`config.mk`:
```
export PLATFORM = sky130hd
export DESIGN_NAME = rb
export DESIGN_NICKNAME = d
export VERILOG_FILES = /design/src/rtl/rb.sv
export SDC_FILE = /design/constraint.sdc
export NUM_CORES = 1
export LEC_CHECK = 0
export CAP_MARGIN = 10
export CORE_MARGIN = 5
export CORE_UTILIZATION = 29
export DETAILED_ROUTE_END_ITERATION = 6
export PLACE_DENSITY = 0.55
export RECOVER_POWER = 25
export SKIP_CTS_REPAIR_TIMING = 1
export SLEW_MARGIN = 0
export SYNTH_ARGS = -nofsm -noshare
export SYNTH_HDL_FRONTEND = slang
export SYNTH_SLANG_ARGS = --single-unit
export TNS_END_PERCENT = 1
```
`constraint.sdc`:
```
create_clock -name clk -period 4.7 [get_ports clk]
set_input_delay 0.705 -clock clk [delete_from_list [all_inputs] [get_ports clk]]
set_output_delay 0.705 -clock clk [all_outputs]
set_load 0.01 [all_outputs]
```
`src/rtl/rb.sv`:
```
// rtl/rb.sv - read-back unit: fetches 4-word groups from the result RAM and presents them on MU1..MU4
//
// Purpose: on a start request, issue N_WORDS consecutive reads to the single-port
// result RAM at the auto-incrementing read pointer, collect the returned words and
// hold them in parallel behind a valid/ready handshake.
//
// Ports:
//   clk, rst          clock, synchronous active-high reset
//   rdb               start request (IDLE, or HOLD during the completing handshake)
//   ptr_clr           read-pointer clear, honoured only in IDLE
//   dataRAM_in        RAM read data, one cycle after the address
//   re_n, r_addr      RAM read enable (active low) and address
//   MU1..MU4          words from group address +0..+3
//   valid, ready      group handshake
//   busy              high whenever not IDLE

`timescale 1ns/1ps

module rb #(
    parameter int PTR_W   = 6,
    parameter int DATA_W  = 18,
    parameter int N_WORDS = 4
) (
    input  logic              clk,
    input  logic              rst,
    input  logic              rdb,
    input  logic              ptr_clr,
    input  logic [31:0]       dataRAM_in,
    output logic              re_n,
    output logic [7:0]        r_addr,
    output logic [DATA_W-1:0] MU1,
    output logic [DATA_W-1:0] MU2,
    output logic [DATA_W-1:0] MU3,
    output logic [DATA_W-1:0] MU4,
    output logic              valid,
    input  logic              ready,
    output logic              busy
);

    localparam int               IDX_W    = (N_WORDS > 1) ? $clog2(N_WORDS) : 1;
    localparam logic [IDX_W-1:0] IDX_LAST = IDX_W'(N_WORDS - 1);

    typedef enum logic [1:0] {
        S_IDLE = 2'd0,
        S_READ = 2'd1,
        S_LAST = 2'd2,
        S_HOLD = 2'd3
    } state_t;

    state_t            state_q, state_d;
    logic [PTR_W-1:0]  ptr_q, ptr_d;
    logic [IDX_W-1:0]  idx_q, idx_d;
    // Capture lags issue by one cycle to match the RAM read latency.
    logic              cap_q;
    logic [IDX_W-1:0]  cap_idx_q;
    logic [DATA_W-1:0] mu_q [N_WORDS];

    logic              unused_hi;
    assign unused_hi = ^dataRAM_in[31:DATA_W];

    // State register
    always_ff @(posedge clk) begin
        if (rst) begin
            state_q <= S_IDLE;
        end else begin
            state_q <= state_d;
        end
    end

    // Next-state logic
    always_comb begin
        state_d = state_q;
        case (state_q)
            S_IDLE: if (rdb) state_d = S_READ;
            S_READ: if (idx_q == IDX_LAST) state_d = S_LAST;
            S_LAST: state_d = S_HOLD;
            S_HOLD: if (ready) state_d = rdb ? S_READ : S_IDLE;
            default: state_d = S_IDLE;
        endcase
    end

    // Output logic
    always_comb begin
        re_n   = (state_q != S_READ);
        valid  = (state_q == S_HOLD);
        busy   = (state_q != S_IDLE);
        r_addr = 8'(ptr_q);
    end

    // Pointer and issue-index next values
    always_comb begin
        ptr_d = ptr_q;
        idx_d = idx_q;
        case (state_q)
            S_IDLE: begin
                // Clear lands before the first READ cycle, so a simultaneous
                // start reads from address 0.
                if (ptr_clr) ptr_d = '0;
                if (rdb)     idx_d = '0;
            end
            S_READ: begin
                ptr_d = ptr_q + PTR_W'(1);
                idx_d = idx_q + IDX_W'(1);
            end
            S_HOLD: begin
                if (ready && rdb) idx_d = '0;
            end
            default: ;
        endcase
    end

    // Datapath registers
    always_ff @(posedge clk) begin
        if (rst) begin
            ptr_q     <= '0;
            idx_q     <= '0;
            cap_q     <= 1'b0;
            cap_idx_q <= '0;
            for (int i = 0; i < N_WORDS; i++) begin
                mu_q[i] <= '0;
            end
        end else begin
            ptr_q     <= ptr_d;
            idx_q     <= idx_d;
            cap_q     <= (state_q == S_READ);
            cap_idx_q <= idx_q;
            if (cap_q) begin
                mu_q[cap_idx_q] <= dataRAM_in[DATA_W-1:0];
            end
        end
    end

    assign MU1 = mu_q[0];
    assign MU2 = mu_q[1];
    assign MU3 = mu_q[2];
    assign MU4 = mu_q[3];

endmodule

```
==> results.ini <==
[critical_path]
crit_required_ps=3990
end_kind=output port
reg2reg_depth=6
r2r_end=state_q[0]
reg2reg_from=state_q[0]
worstPathArrival_ps=1790
crit_end=re_n
worstSetupStartpoint=state_q[1]
regToRegSetupSlack_ps=2810
crit_path_start_kind=flip-flop
critical_path_class=flip-flop to output port
cp_max_fo=6

[cells_and_area]
drive_above_1_share_pct=7.80
final_nets=385
fillers=1064
layout_common_cells=edfxtp_1, and2_1, clkdlybuf4s50_1
area_growth_pct=42.7
diodes=0
layout_commonest_cell=edfxtp_1
final_util_pct=42.5

[route]
via_per_inst=4.33
first_pass_iters=4
antenna_left=0
routedWlPerCell_um=16.1
drcViolationCount=0
drt_wl_total_um=7870
routed-via-count=2115
drt-initial-drc-count=136

[power]
pwr_density_cell_mw_per_mm2=401
peakVddDrop_uv=249
leakagePower_nw=1.86

[hold_path]
worstHoldPathCells=1
min_path_type=flip-flop to flip-flop

[place]
dp_hpwl_um=5240
gp_congestion=0.699
dpl_worst_slack_ps=1880
io_buffers=103

[logic_synthesis]
ys_ff_latch=85
syn_avg_cell_area_um2=14.9
synth_edf_count=72
netlist_instances=230
ys_warn_count=0
synth-simple-area-share_pct=19.3
synthArstFlopShare_pct=0
yosysUniqueCellTypes=37
ys.flop_type=edfxtp_1
synth_fa_ha_area_share_pct=2.56
synthMuxAreaShare_pct=0.695
yosysSeqAreaShare_pct=70.9
synth_top_family_by_area=simple AND/OR/NAND/NOR gates
synth_xor_area_share_pct=0.256
netlist_area_mm2=0.00342
synth-compound-area-share_pct=4.54

[clock_network]
cts_num_sinks=85
cts_buffers=9
cts_tree=built
clk_pin_slew_worst_paths_ps=60
clock_latency_ps=330
htreeDepth=3
cts_buffer_depth=2
cts_root_buffer=clkbuf_16

[floorplan]
core_mm2=0.0115
row_count=39
die_h_um=119
initial_core_util_pct=29.8
die_w_um=119
dieArea_mm2=0.0141
ios=120

[timing]
period_share_pct=53.2
final_max_slew_viol_count=0
timing.hold.ws_ps=481
max_freq_mhz=400
tightest_slew_ps=1100
final-hold-violation-count=0
min_period_ps=2500
fin_ws_ps=2200
tns_ps=0
setup_violations=0
clock_skew_ps=6.43
relSlewSlack_pct=26.6
rsz0062_at_grt=no

[run_status]
status=finished clean

[grt]
grt_start_max_net_pins=19
track_usage_pct=11.2
grt_pass1_wl_um=12300
grt_pass1_vias=2175
grt_overflow_total=0
antenna_found_initial=0

[job]
max-cap-violations=0

-- worst min path at each step --
stage | slack (ps) | to | startpoint
3_3_place_gp | 480 | cap_idx_q[1] | idx_q[1]
4_1_cts | 480 | cap_idx_q[1] | idx_q[1]
3_5_place_dp | 470 | cap_idx_q[1] | idx_q[1]
6_report | 480 | cap_idx_q[1] | idx_q[1]
2_1_floorplan | 460 | cap_idx_q[1] | idx_q[1]
5_1_grt | 510 | cap_idx_q[1] | idx_q[1]
-- logic make-up after synthesis --
family	Yosys count
simple gates	101
flops	85
compound gates	20
buf+inv	13
fa+ha+maj	7
mux	2
other cells	1
xor+xnor	1
-- sequential cells by signal, indices dropped and copies added (netlist names) --
register / count
mu_q: 72
state_q: 2
cap_idx_q: 2
ptr_q: 6
idx_q: 2
cap_q: 1
-- metrics by stage --
stage	power (W)	area, um2	std cells
floorplan	0.00114	3420	231
global placement	0.00133	4620	473
detailed placement	0.00134	4620	473
CTS	0.00201	4910	489
global route	0.00205	4880	489
finish	0.00196	4880	489
-- critical path, stage by stage, from the launching register on --
cell and delay [ps]:
dfxtp_1 390, inv_1 100, ha_1 270, inv_1 150, clkdlybuf4s50_1 560
-- layer usage --
layer	track usage (%)	part of all wire (%)	vias to the layer above
li1	-	-	1031
met1	14.9	46	999
met2	17.5	46	77
met3	3.63	6.4	8
met4	3.40	0.99	0
met5	0	0	-
-- synthesized netlist by cell type, types with 2 or more instances --
library cell  count  area (um2)
nor2_1            5        18.8
dfxtp_1          13         260
nor3b_4           2        37.5
or2_2             2        12.5
clkbuf_2          2        10.0
nand2_1           4        15.0
and2_1           72         450
a2bb2oi_1         2        17.5
edfxtp_1         72        2160
ha_1              7        87.6
nand3_1           2        10.0
inv_1             6        22.5
a21oi_1           4        20.0
clkbuf_1          3        11.3
a31o_2            2        17.5
o21ai_0           5        25.0
nor2b_1           5        31.3
or3_1             2        12.5
buf_4             2        15.0
-- power breakdown --
group / switching [W] / internal (W) / leakage (nW)
clock network: 0.000303 / 0.000369 / 0.140
registers: 0.0000341 / 0.000888 / 0.850
logic: 0.000184 / 0.000178 / 0.867
-- area by class of cell --
class / count / area, um2 / share of cell area [%]
clock buffers: 10 / 229 / 4.69
clock inverters: 6 / 55.1 / 1.13
inverters: 6 / 22.5 / 0.462
multi-input cells: 133 / 916 / 18.8
flip-flops and latches: 85 / 2420 / 49.7
well taps: 143 / 179 / 3.67
repair buffers: 106 / 1050 / 21.6
(Power assumes the default switching activity.)
==> RTL change 1 (same flow settings) <==
`PTR_W`: 6 -> 7.
--- a/src/rtl/rb.sv
+++ b/src/rtl/rb.sv
@@ -17,7 +17,7 @@
 `timescale 1ns/1ps
 
 module rb #(
-    parameter int PTR_W   = 6,
+    parameter int PTR_W   = 7,
     parameter int DATA_W  = 18,
     parameter int N_WORDS = 4
 ) (
Behaviour: same outputs for any inputs over 10 cycles, from zero or initial values and one cycle with rst high; that may be too few to reach the edited logic, so the function may still have changed.
==> RTL change 1 against the unedited design <==
Final area rose by 0.36%. Synthesized cell count rose by 2.2%. Cell count rose by 0.61%. Global-route usage rose by 0.32 points. Setup slack got worse by 0.15 ns. Fmax fell by 5.6%. Area after synthesis rose by 0.70%. Worst hold slack improved by 0.0074 ns. Routed wire length barely moved. Power fell by 2.1%. Utilization barely moved. Non-clock buffer count did not move. Sequential cell count rose by 1. Die area rose by 0.63%.
==> RTL change 1: results (changes against the unedited design) <==
vias: 2151  # +1.7%
synth_commonest_cells: "and2_1, edfxtp_1, dfxtp_1"
ys.flop_type: "edfxtp_1"
grt_use_met1_pct: 14.1  # -0.80 points
grt_util_met2_pct: 19.0  # +1.6 points
clk_latency_ns: 0.33  # about the same
rr_worst_depth: 6  # unchanged
r2r_slack_ns: 2.82  # about the same
antenna_found_initial: 0  # unchanged
grt_pass1_wl_microns: 12600  # +2.2%
place_hpwl_microns: 5300  # +1.1%
grt_pass1_vias: 2265  # +4.1%
yosysWarnings: 0  # unchanged
ir_worst_vdd_uv: 206  # -17%
finalHoldViolations: 0  # unchanged
outcome: "completed"
async_flop_share_pct: 0  # unchanged
tightest_slew_ns: 1.10  # -0.00217 ns
skew_ns: 0.00581  # -0.000627 ns
critPathArrivalTime_ns: 2.60  # +0.81 ns
min_path_cells: 1  # unchanged
placed_area_sq_mm: 0.00465  # +0.62%
totalWireLength_microns: 7880  # about the same
hp-class: "reg -> reg"
gp_congestion: 0.738  # +5.6%
cts-htree-levels: 3  # unchanged
syn_avg_cell_area_sq_um: 14.6  # -1.4%
synth.area.top_cells: "edfxtp_1, and2_1, dfxtp_1"
drive_gt1_share_pct: 6.59  # -1.2 points
drt_iter0_markers: 126  # -7.4%
io_buffers: 104  # +0.97%
gr-usage-met3_pct: 4.74  # +1.1 points
fin_nets: 390  # +1.3%
cts_made_buffers: 9  # unchanged
grt_max_degree: 19  # unchanged
synth_edf_count: 72  # unchanged
synth_nets: 279
crit_slowest_cell: "dlygate4sd3_1"
cpPeakStageDelay_ns: 0.73  # +0.17 ns
cp_top_family: "simple AND/OR/NAND/NOR gates"
top_regs: "mu_q (72), ptr_q (7)"
ys_seq_area_share_pct: 71.0  # +0.092 points
diodes: 0  # unchanged
dp_cells: 478  # +1.1%
gr-usage-all-layers_pct: 11.5  # +0.32 points
dr.pass1.iters: 4  # unchanged
leakage_nw: 1.85  # -0.42%
path_max_fanout: 18  # +12
wl_per_cell_microns: 16.0  # -0.58%
p_int_w: 0.00142  # -0.75%
cts_root_buf: "clkbuf_16"
RTL change 1: metal layers:
metal | wire length [microns] | vias to the layer above
met3 | 555 | 6
li1 | - | 1044
met5 | 0 | -
met1 | 3450 | 1022
met2 | 3800 | 79
met4 | 75 | 0
RTL change 1: power by group through the flow:
stage                     Clock [W]  Combinational [W]  Sequential, W
after floorplan                   0           0.000173       0.000970
after global placement            0           0.000382       0.000950
after detailed placement          0           0.000388       0.000952
after CTS                  0.000636           0.000390       0.000936
after global routing       0.000673           0.000404       0.000940
final                      0.000619           0.000363       0.000932
RTL change 1: worst paths after layout:
kind,from,endpoint
setup / recovery,rst,mu_q[1][10]$_SDFFCE_PN0P_
hold reg to reg,idx_q[1]$_SDFFE_PP0P_,cap_idx_q[1]$_SDFF_PP0_
hold / removal,idx_q[1]$_SDFFE_PP0P_,cap_idx_q[1]$_SDFF_PP0_
setup reg to reg,state_q[0]$_SDFFE_PP0P_,state_q[0]$_SDFFE_PP0P_
RTL change 1: kinds of logic (layout without fill, tap and decap cells):
logic type | after synthesis | after routing | synth area share [%]
compound gates | 20 | 20 | 4.11
flops | 86 | 86 | 71.0
buf+inv | 12 | 126 | 1.53
xor+xnor | 2 | 2 | 0.509
other cells | 1 | 1 | 0.109
simple gates | 105 | 105 | 19.6
fa+ha+maj | 7 | 7 | 2.54
mux | 2 | 2 | 0.691
RTL change 1: cell type report:
type	count	area (sq um)
flip-flops and latches	86	2440
inverters	6	22.5
clock buffers	9	225
well taps	143	179
repair buffers	106	1060
fillers	1075	6620
multi-input cells	137	941
clock inverters	5	28.8
RTL change 1: stage by stage:
step                      hold WS (ns)  worst slack, ns
after floorplan                  0.459             2.70
after global placement           0.477             1.71
after detailed placement         0.484             1.66
after CTS                        0.492             2.00
after global routing             0.505             1.86
final                            0.488             2.05
==> RTL change 2 (same flow settings) <==
Made on the original files. The 4 states of `state_t` get a one-hot encoding in 4 bits.
--- a/src/rtl/rb.sv
+++ b/src/rtl/rb.sv
@@ -40,11 +40,11 @@
     localparam int               IDX_W    = (N_WORDS > 1) ? $clog2(N_WORDS) : 1;
     localparam logic [IDX_W-1:0] IDX_LAST = IDX_W'(N_WORDS - 1);
 
-    typedef enum logic [1:0] {
-        S_IDLE = 2'd0,
-        S_READ = 2'd1,
-        S_LAST = 2'd2,
-        S_HOLD = 2'd3
+    typedef enum logic [3:0] {
+        S_IDLE = 4'b0001,
+        S_READ = 4'b0010,
+        S_LAST = 4'b0100,
+        S_HOLD = 4'b1000
     } state_t;
 
     state_t            state_q, state_d;
Behaviour: no difference found for any inputs over 10 cycles, from zero or initial values and one cycle with rst high; not proved beyond that.
==> RTL change 2 against the unedited design <==
Count of clock-buffer cells in the layout fell by 1. Area after synthesis rose by 3.1%. Die area rose by 2.8%. Setup slack got worse by 0.28 ns. First-iteration DRC count rose by 2.2%. Sequential cell count rose by 2. Final area rose by 2.7%. Routed wire length rose by 7.0%. Register-to-register slack improved by 0.16 ns. Sequential share of layout area fell by 0.52 points. Non-clock buffer count rose by 2.
Power is not compared: it rests on default switching activity, and its combinational part moved more than twofold at a synthesized area within 25%.
==> RTL change 2: results (changes against the unedited design) <==
cpPeakStageDelay_ns: 0.70  # +0.14 ns
gr-usage-all-layers_pct: 11.7  # +0.53 points
reg2reg_to: "ptr_q[4]$_SDFFE_PP0P_"
slew_headroom_pct: 28.8  # +2.2 points
synth_compound_area_share_pct: 5.32  # +0.79 points
whs_ns: 0.491  # +0.0104 ns
drt_iter0_markers: 139  # +2.2%
yosys.area_share.adder_pct: 0.710  # -1.9 points
fin_nets: 392  # +1.8%
clk_latency_ns: 0.33  # about the same
synth_top_family_by_area: "simple AND/OR/NAND/NOR gates"
grt_max_degree: 24  # +5
clockBufferDepth: 2  # unchanged
crit_slowest_cell: "clkbuf_1"
rr_worst_depth: 4  # -2
gp_congestion: 0.765  # +9.4%
cts_root_buf: "clkbuf_16"
io_buffers: 103  # unchanged
ir_worst_vdd_uv: 184
min_to: "cap_idx_q[1]$_SDFF_PP0_"
place_hpwl_microns: 5890  # +12%
critPathArrivalTime_ns: 2.79  # +1.00 ns
leakage_nw: 1.86
synth_cell_type_count: 47  # +27%
outcome: "completed"
hp-class: "reg -> reg"
ys_seq_area_share_pct: 69.9  # -1.0 points
synthXorXnorAreaFrac_pct: 0  # -0.26 points
synth_commonest_cells: "and2_1, edfxtp_1, dfxtp_1"
top_regs: "mu_q (72), ptr_q (6), state_q (4)"
min_path_cells: 1  # unchanged
drive_gt1_share_pct: 9.78  # +2.0 points
synth.area.top_cells: "edfxtp_1, and2_1, dfxtp_1"
cts_made_buffers: 9  # unchanged
totalWireLength_microns: 8430  # +7.0%
min_from: "idx_q[1]$_SDFFE_PP0P_"
path_max_fanout: 23  # +17
skew_ns: 0.00352  # -0.00292 ns
grt_pass1_wl_microns: 12900  # +4.6%
cp_top_family: "buffers and inverters"
r2r_slack_ns: 2.97  # +0.16 ns
avgViaCountPerCell: 4.59  # +6.2%
synth_edf_count: 72  # unchanged
r2r_start: "state_q[1]$_SDFFE_PP0P_"
critPathLaunch: "rst"
endpoint: "mu_q[0][17]$_SDFFCE_PN0P_"
synthMuxAreaShare_pct: 0.319  # -0.38 points
grt_pass1_vias: 2327  # +7.0%
==> RTL change 2: per-stage QoR <==
step / setup WS (ns) / instance area [sq um] / power [W] / cells / util [%]
6_report: 1.92 / 5010 / 0.00176 / 505 / 41.9
5_1_grt: 1.74 / 5010 / 0.00183 / 505 / 41.9
4_1_cts: 1.93 / 5020 / 0.00179 / 505 / 42.0
3_5_place_dp: 1.96 / 4710 / 0.00106 / 489 / 39.4
3_3_place_gp: 2.02 / 4710 / 0.00106 / 489 / 39.4
2_1_floorplan: 2.78 / 3530 / 0.000964 / 246 / -
==> RTL change 2: layout make-up <==
| class | count | area [sq um] |
|---|---|---|
| Timing Repair Buffer | 108 | 1060 |
| Fill cell | 1144 | 6950 |
| Multi-Input combinational cell | 142 | 973 |
| Inverter | 5 | 21.3 |
| Tap cell | 147 | 184 |
| Clock inverter | 7 | 78.8 |
| Sequential cell | 87 | 2460 |
| Clock buffer | 9 | 225 |
==> RTL change 2: report_power, final <==
part           internal [W]  switching (W)  leakage, nW
registers          0.000862      0.0000202        0.865
logic             0.0000798      0.0000733        0.852
clock network      0.000419       0.000306        0.146
==> RTL change 2: routing by layer <==
layer  vias to the layer above  GRT usage, %  part of all wire, %  routed length [microns]
met4                         0          4.25                  1.3                      110
met5                         -             0                    0                        0
met1                      1116          14.7                   43                     3640
met3                        10          3.84                  9.4                      792
li1                       1093             -                    -                        -
met2                       100          19.0                   46                     3890
==> RTL change 2: cell families after synthesis <==
| family | count (synthesis) |
|---|---|
| flops | 87 |
| fa+ha+maj | 2 |
| buf+inv | 17 |
| simple gates | 111 |
| compound gates | 26 |
| mux | 1 |
| other cells | 1 |
